## src/rtl/sync_fifo_flags_if.sv

```systemverilog
// sync_fifo_flags_if
// Bundles the producer/consumer side of sync_fifo_flags into one interface.
//   master : the block using the FIFO (drives wr_en, data_in, rd_en, clr_err)
//   slave  : the FIFO itself (drives data_out, status flags, count, error flags)
// Parameters DATA_W and DEPTH must match those of the attached sync_fifo_flags.
interface sync_fifo_flags_if #(
  parameter int DATA_W = 8,
  parameter int DEPTH  = 16
);
  logic                     wr_en;
  logic [DATA_W-1:0]        data_in;
  logic                     rd_en;
  logic                     clr_err;
  logic [DATA_W-1:0]        data_out;
  logic                     full;
  logic                     empty;
  logic                     almost_full;
  logic                     almost_empty;
  logic [$clog2(DEPTH):0]   count;
  logic                     overflow;
  logic                     underflow;

  modport master (
    output wr_en, data_in, rd_en, clr_err,
    input  data_out, full, empty, almost_full, almost_empty, count,
           overflow, underflow
  );

  modport slave (
    input  wr_en, data_in, rd_en, clr_err,
    output data_out, full, empty, almost_full, almost_empty, count,
           overflow, underflow
  );
endinterface

```

## src/rtl/sync_fifo_flags.sv

```systemverilog
// sync_fifo_flags
// Single-clock FIFO with occupancy count, programmable almost-full/almost-empty
// thresholds and sticky overflow/underflow error flags.
//   clk   : clock, all state updates on the rising edge
//   rst_n : asynchronous active-low reset; clears pointers, count, flags, data_out
//   fifo  : sync_fifo_flags_if.slave
//           in : wr_en, data_in, rd_en, clr_err
//           out: data_out, full, empty, almost_full, almost_empty, count,
//                overflow, underflow
// Build option: define SYNC_FIFO_FWFT_EN for first-word-fall-through reads
// (data_out shows the head word combinationally, rd_en pops). Without it,
// data_out is registered and loads the head word on each accepted read.
module sync_fifo_flags #(
  parameter int DATA_W    = 8,
  parameter int DEPTH     = 16,
  parameter int AF_THRESH = DEPTH - 2,
  parameter int AE_THRESH = 2
) (
  input logic              clk,
  input logic              rst_n,
  sync_fifo_flags_if.slave fifo
);
  localparam int AW = $clog2(DEPTH);
  localparam int CW = AW + 1;

  logic [DATA_W-1:0] mem [DEPTH];
  logic [AW-1:0]     rd_ptr;
  logic [AW-1:0]     wr_ptr;
  logic [CW-1:0]     cnt;
  logic              is_full;
  logic              is_empty;
  logic              rd_acc;
  logic              wr_acc;
  logic              ovf_q;
  logic              unf_q;

  // Status is decoded from the registered count only, never from pointers.
  assign is_full  = (cnt == CW'(DEPTH));
  assign is_empty = (cnt == '0);

  // A read on a full FIFO frees a slot in the same cycle, so the write may
  // proceed alongside it.
  assign rd_acc = fifo.rd_en && !is_empty;
  assign wr_acc = fifo.wr_en && (!is_full || fifo.rd_en);

  always_ff @(posedge clk) begin
    if (wr_acc) mem[wr_ptr] <= fifo.data_in;
  end

  always_ff @(posedge clk or negedge rst_n) begin
    if (!rst_n) begin
      rd_ptr <= '0;
      wr_ptr <= '0;
      cnt    <= '0;
    end else begin
      if (wr_acc) wr_ptr <= wr_ptr + AW'(1);
      if (rd_acc) rd_ptr <= rd_ptr + AW'(1);
      case ({wr_acc, rd_acc})
        2'b10:   cnt <= cnt + CW'(1);
        2'b01:   cnt <= cnt - CW'(1);
        default: cnt <= cnt;
      endcase
    end
  end

  // Sticky error flags; a new error in the same cycle as clr_err wins.
  always_ff @(posedge clk or negedge rst_n) begin
    if (!rst_n) begin
      ovf_q <= 1'b0;
      unf_q <= 1'b0;
    end else begin
      if (fifo.wr_en && is_full && !fifo.rd_en) ovf_q <= 1'b1;
      else if (fifo.clr_err)                    ovf_q <= 1'b0;
      if (fifo.rd_en && is_empty)               unf_q <= 1'b1;
      else if (fifo.clr_err)                    unf_q <= 1'b0;
    end
  end

`ifdef SYNC_FIFO_FWFT_EN
  // Head word is visible as soon as it is written; undefined while empty.
  assign fifo.data_out = mem[rd_ptr];
`else
  logic [DATA_W-1:0] dout_q;

  // Holds its value across rejected reads and idle cycles.
  always_ff @(posedge clk or negedge rst_n) begin
    if (!rst_n)      dout_q <= '0;
    else if (rd_acc) dout_q <= mem[rd_ptr];
  end

  assign fifo.data_out = dout_q;
`endif

  assign fifo.count        = cnt;
  assign fifo.full         = is_full;
  assign fifo.empty        = is_empty;
  assign fifo.almost_full  = (cnt >= CW'(AF_THRESH));
  assign fifo.almost_empty = (cnt <= CW'(AE_THRESH));
  assign fifo.overflow     = ovf_q;
  assign fifo.underflow    = unf_q;
endmodule
```

## src/flat_wrapper.sv

```systemverilog
// flat-port wrapper written by rule: the top's interface ports become plain ports
module sync_fifo_flags_flat 
#(
  parameter int DATA_W    = 8,
  parameter int DEPTH     = 16,
  parameter int AF_THRESH = DEPTH - 2,
  parameter int AE_THRESH = 2
)
  (clk, rst_n, fifo_wr_en, fifo_data_in, fifo_rd_en, fifo_clr_err, fifo_data_out, fifo_full, fifo_empty, fifo_almost_full, fifo_almost_empty, fifo_count, fifo_overflow, fifo_underflow);
  sync_fifo_flags_if #(.DATA_W(DATA_W), .DEPTH(DEPTH)) fifo_i ();
  input logic clk;
  input logic rst_n;
  input wire logic [$bits(fifo_i.wr_en)-1:0] fifo_wr_en;
  input wire logic [$bits(fifo_i.data_in)-1:0] fifo_data_in;
  input wire logic [$bits(fifo_i.rd_en)-1:0] fifo_rd_en;
  input wire logic [$bits(fifo_i.clr_err)-1:0] fifo_clr_err;
  output wire logic [$bits(fifo_i.data_out)-1:0] fifo_data_out;
  output wire logic [$bits(fifo_i.full)-1:0] fifo_full;
  output wire logic [$bits(fifo_i.empty)-1:0] fifo_empty;
  output wire logic [$bits(fifo_i.almost_full)-1:0] fifo_almost_full;
  output wire logic [$bits(fifo_i.almost_empty)-1:0] fifo_almost_empty;
  output wire logic [$bits(fifo_i.count)-1:0] fifo_count;
  output wire logic [$bits(fifo_i.overflow)-1:0] fifo_overflow;
  output wire logic [$bits(fifo_i.underflow)-1:0] fifo_underflow;
  assign fifo_i.wr_en = fifo_wr_en;
  assign fifo_i.data_in = fifo_data_in;
  assign fifo_i.rd_en = fifo_rd_en;
  assign fifo_i.clr_err = fifo_clr_err;
  assign fifo_data_out = fifo_i.data_out;
  assign fifo_full = fifo_i.full;
  assign fifo_empty = fifo_i.empty;
  assign fifo_almost_full = fifo_i.almost_full;
  assign fifo_almost_empty = fifo_i.almost_empty;
  assign fifo_count = fifo_i.count;
  assign fifo_overflow = fifo_i.overflow;
  assign fifo_underflow = fifo_i.underflow;
  sync_fifo_flags #(.DATA_W(DATA_W), .DEPTH(DEPTH), .AF_THRESH(AF_THRESH), .AE_THRESH(AE_THRESH)) u_core (.clk(clk), .rst_n(rst_n), .fifo(fifo_i));
endmodule
```

## config.mk

```make
export PLATFORM = sky130hd
export DESIGN_NAME = sync_fifo_flags_flat
export DESIGN_NICKNAME = d
export VERILOG_FILES = /design/src/rtl/sync_fifo_flags_if.sv /design/src/rtl/sync_fifo_flags.sv /design/src/flat_wrapper.sv
export SDC_FILE = /design/constraint.sdc
export NUM_CORES = 1
export LEC_CHECK = 0
export CORE_MARGIN = 2
export CORE_UTILIZATION = 40
export CTS_BUF_LIST = sky130_fd_sc_hd__clkbuf_2
export CTS_CLUSTER_DIAMETER = 80
export DETAILED_ROUTE_END_ITERATION = 6
export PLACE_DENSITY = 0.65
export RECOVER_POWER = 25
export SYNTH_ARGS = -nofsm -noshare
export SYNTH_HDL_FRONTEND = slang
export SYNTH_SLANG_ARGS = --single-unit
```

## constraint.sdc

```tcl
create_clock -name clk -period 2.4 [get_ports clk]
set_input_delay 0.48 -clock clk [delete_from_list [all_inputs] [get_ports clk]]
set_output_delay 0.48 -clock clk [all_outputs]
set_load 0.02 [all_outputs]
```

* Yosys cells after proc, flatten, opt, wreduce, memory -nomap -nowiden *
Memory sizes are Yosys's and may differ from the RTL's. A register that Yosys moved wholly into a read port is not among the register bits.
Cells that the tools add are included.

word-level totals
  register bits = 15
  RAM bits = 128
  bits of input ports = 13
  output and inout port bits = 19
  word-level logic and storage cells = 35
  memories = 1

memory list
  memory      depth  bits a word  read ports  clocked after memory_dff  wr ports  line                   source
  u_core.mem  16     8            1           1                         1         sync_fifo_flags.sv:26  logic [DATA_W-1:0] mem [DEPTH];

operators by class
  add/sub/neg operators = 4
  magnitude comparators = 2
  equal/unequal tests = 3
  muxes and demuxes = 6
  reductions and logical operators = 14

operators by type and width
  kind                 number
  $pmux 5 s2           1
  $add 4x1->4 const B  2
  $reduce_bool 2->1    3
  $add 5x1->5 const B  1
  $eq 5x5->1 const B   1
  $ge 5x4->1 const B   1
  $le 5x2->1 const B   1
  $logic_and 1x1->1    5
  $logic_not 5->1      1
  $mux 1               5
  $sub 5x1->5 const B  1
  $logic_not 1->1      4
  $eq 2x1->1 const B   1
  $eq 2x2->1 const B   1
  $logic_or 1x1->1     1

* Logic depth before layout (Yosys ltp) *
  depth in word-level cells = 6
  depth in mapped cells = 12
  depth with buffers taken out = 10

* Worst setup path before layout *
Ideal clock, no wire load.

  kind = register to register
  start point = register u_core.cnt[2], in the netlist u_core.fifo.count[2]
  end point = register u_core.cnt[4], in the netlist u_core.fifo.count[4]
  library setup time = 136 ps
  arrival time = 2628 ps
  data required time = 2264 ps
  slack = -365 ps
  cell stages (with the launch flop) = 13
  path buffers = 2
  period minus slack after synthesis = 2765 ps
  cells stage by stage = dfrtp_1 > buf_6 > or3_4 > o31ai_4 > inv_2 > ha_1 > clkbuf_1 > xor2_1 > ha_1 > o211a_1 > o31ai_1 > a31oi_1 > xor2_1

on the way
  elaborated cells between the ends (all ways) = 13
  classes of those cells = add/sub (2); eq/ne (3); mux (1); reduce/logical (7)

RTL lines
  element                                                 line                   source
  from (decl)                                             sync_fifo_flags.sv:29  logic [CW-1:0] cnt;
  from (signal assigned)                                  sync_fifo_flags.sv:59  2'b10: cnt <= cnt + CW'(1);
  from (signal assigned)                                  sync_fifo_flags.sv:60  2'b01: cnt <= cnt - CW'(1);
  from (signal assigned)                                  sync_fifo_flags.sv:61  default: cnt <= cnt;
  $logic_not 5->1 (*)                                     sync_fifo_flags.sv:39  assign is_empty = (cnt == '0);
  $logic_not 1->1 (*)                                     sync_fifo_flags.sv:43  assign rd_acc = fifo.rd_en && !is_empty;
  $logic_and 1x1->1 (*)                                   sync_fifo_flags.sv:43
  via u_core.rd_acc                                       sync_fifo_flags.sv:32  logic rd_acc;
  $eq 2x1->1 / $eq 2x2->1 (equally long branches)         sync_fifo_flags.sv:58  case ({wr_acc, rd_acc})
  $pmux 5 s2 / $reduce_bool 2->1 (equally long branches)  --

Mark *: on every way through the listed nets, which the timed path passes. The rest lies on a longest branch.
A chain may end at the register's enable or synchronous reset.

* Worst setup path after layout *
  start point = register u_core.cnt[4], in the netlist u_core.fifo.count[4]
  end point = register u_core.cnt[4], in the netlist u_core.fifo.count[4]

Same word-level chain as after synthesis.

==> qor.txt <==
status = finished, final reports clean
Total Wirelength = 12100 µm
Clock transition at path regs = 0.23 ns
DRT iter0 DRCs = 265
root buf cell = clkbuf_2
Max Slew Vio Count = 0
area growth from synthesis to layout = 18.2%
routed via count = 3175
met3 usage = 3.49%
Max Cap Violations = 0
unrepaired setup endpoints after global routing = true
period utilization = 99.9%
Die Ht = 128 µm
pwr dens = 1090 mW/mm²
pre-CTS WS = -0.282 ns
Die Wd = 128 µm
final setup fails = 0
FFs w/ async S/R, synth = 15.2%
drt pass-1 iters = 5
Synth Area per Inst = 18.9 µm²
Post-Synth XOR/XNOR Area = 1.41%
crit path max fanout = 4
CP Data Required Time = 2.99 ns
Total Routing Usage GR = 15.9%
multiplexer share of the synthesized area = 14.4%
Synth Cell Area = 0.00620 mm²
ANT nets after route = 0
final hold viol count = 0
Layout Nets = 420
largest family of logic cells by synthesized area = multiplexers
# rows = 45
met2 Use GR = 24.8%
fin worst setup slack = 0.00248 ns
Max VDD drop = 0.402 mV
DRC = 0
Distinct cells, synth = 42
Placed Instances = 564
Net Count, Synth = 350
crit start category = register
Post-Synth Adder-Cell Area = 1.82%
first-pass GRT wire length = 18800 µm
largest net degree at the start of global routing = 34
worst-margin pin slew = 1.41 ns
Synth Warn # = 0
CP endpoint kind = register
Hold Crit Class = in -> reg
IO Pins = 32
CTS buffer count = 17
post-synthesis sequential element count = 151
Worst-Skew Late Latency = 0.71 ns
most frequent cells in the layout = 128 x edfxtp_1, 34 x buf_4, 32 x mux4_2
Mapped Cells = 328
# hold bufs at CTS = 0
initial antenna violation count = 1
Slew Limit Headroom = 6.26%
vias in the first global route = 3259
Initial Util = 40.9%
reg-to-reg slack, setup = 0.002 ns
DR vias/cell = 5.29
CTS tree = built
clk sinks = 151
Post-Synth Simple-Gate Area = 4.52%
ys flop type = edfxtp_1
htree depth = 4
input/output buffers = 31
GRT met1 Usage = 22.2%
number of synthesized flops with an enable pin = 128
critical path class = reg -> reg
Worst Path Arrival = 2.99 ns
WL/cell = 20.1 µm
Core ar. = 0.0151 mm²
final non-filler cell total = 600
share of post-route cells with drive strength above 1 = 33.6%
CTS max path bufs = 2
global route overflow = 0
clock skew = 0.0396 ns
fmax = 417 MHz
gpl congestion = 0.795
complex-gate fraction of the synthesized area = 4.16%
Period minus WS final = 2.40 ns
commonest non-fill, non-tap cell in the layout = edfxtp_1
Lkg Pwr = 2.54 nW
Seq/Total Area, Yosys = 71.3%
die area = 0.0165 mm²
detailed placement HPWL = 7540 µm
Top Usage Layer GRT = met2
Fill cells = 1240
## cell usage after synthesis, drive strengths merged, types with 2 or more instances
master	count	area, µm²
edfxtp	128	3840
mux4	32	721
dfrtp	23	576
nand2	18	70.1
mux2i	16	160
buf	13	85.1
inv	11	41.3
ha	9	113
o221ai	8	120
nor2	7	26.3
nor3	7	35.0
clkbuf	6	22.5
xnor2	6	52.6
and2	5	31.3
o21ai	5	25.0
a21oi	4	20.0
nor4	4	25.0
xor2	4	35.0
a31oi	2	18.8
nand2b	2	15.0
nand3	2	10.0
nand4	2	12.5
nor3b	2	20.0
o31ai	2	28.8
## registers in the layout (all words and copies together) (netlist names)
signal                 count
u_core.wr_ptr              4
u_core.mem               128
u_core.fifo.underflow      1
u_core.fifo.data_out       8
u_core.rd_ptr              4
u_core.fifo.overflow       1
u_core.fifo.count          5
## where the power goes
part	internal, mW	switching, mW	leakage, nW
sequential	3.24	0.224	1.43
clock	0.606	0.920	0.159
combinational	1.42	1.54	0.946
## cell type report
cell class / instances / area [µm²] / area share, %
inverters: 11 / 41.3 / 0.564
diodes: 1 / 2.50 / 0.0342
clock buffers: 19 / 95.1 / 1.30
clock inverters: 13 / 170 / 2.32
multi-input cells: 147 / 1700 / 23.2
repair buffers: 70 / 656 / 8.95
well taps: 188 / 235 / 3.21
flip-flops and latches: 151 / 4420 / 60.4
## logic make-up (layout without fill, tap and decap cells)
logic type / Yosys count / after routing
flip-flops: 151 / 151
AND/OR/NAND/NOR: 53 / 53
multiplexers: 49 / 49
buffers and inverters: 30 / 113
AO/OA/AOI/OAI: 26 / 26
XOR/XNOR: 10 / 10
adder cells (fa/ha/maj): 9 / 9
other: 0 / 1
## metrics by stage
stage | setup TNS (ns) | hold slack, ns | total power [mW] | cell area, µm² | util, %
detailed placement | -2.41 | 0.473 | 6.48 | 7020 | 46.3
floorplan | -1.23 | 0.184 | 5.47 | 6250 | -
finish | 0 | 0.324 | 7.95 | 7330 | 48.4
global placement | -0.972 | 0.477 | 6.42 | 7020 | 46.3
CTS | -0.0727 | 0.0406 | 8.05 | 7320 | 48.3
global route | -0.277 | 0.298 | 8.38 | 7330 | 48.4
## what timing repair did
item                       in CTS  in global routing
pin swaps                       2                  1
setup buffers                   3                  0
gates cloned                    0                  0
setup endpoints to repair       8                  8
resized for setup              30                  5
## worst max-delay path, stage by stage (launching register included)
cell and delay, ns:
dfrtp_1 0.43, or3_4 0.43, o31ai_4 0.21, inv_2 0.08, ha_4 0.17, xor2_1 0.14, ha_2 0.20, o211a_1 0.25
o31ai_2 0.18, a31oi_1 0.07, xor2_1 0.14
## worst paths after layout
kind / to / cells after the start / startpoint
worst max-delay path: u_core.fifo.count[4]$_DFFE_PN0P_ / 10 / u_core.fifo.count[4]$_DFFE_PN0P_
worst min-delay path: u_core.fifo.overflow$_DFFE_PN0P_ / 3 / fifo_wr_en
worst max register to register: u_core.fifo.count[4]$_DFFE_PN0P_ / 10 / u_core.fifo.count[4]$_DFFE_PN0P_
worst min register to register: u_core.fifo.overflow$_DFFE_PN0P_ / 1 / u_core.fifo.overflow$_DFFE_PN0P_
max in group asynchronous: u_core.rd_ptr[2]$_DFFE_PN0P_ / 2 / rst_n
min in group asynchronous: u_core.fifo.data_out[4]$_DFFE_PN0P_ / 2 / rst_n
## routing by layer
layer | part of all wire [%] | wire [µm]
met4 | 1.4 | 175
met5 | 0 | 0
met2 | 48 | 5840
met1 | 47 | 5630
met3 | 3.6 | 438
Note: power is estimated with default switching activity, not from simulation.
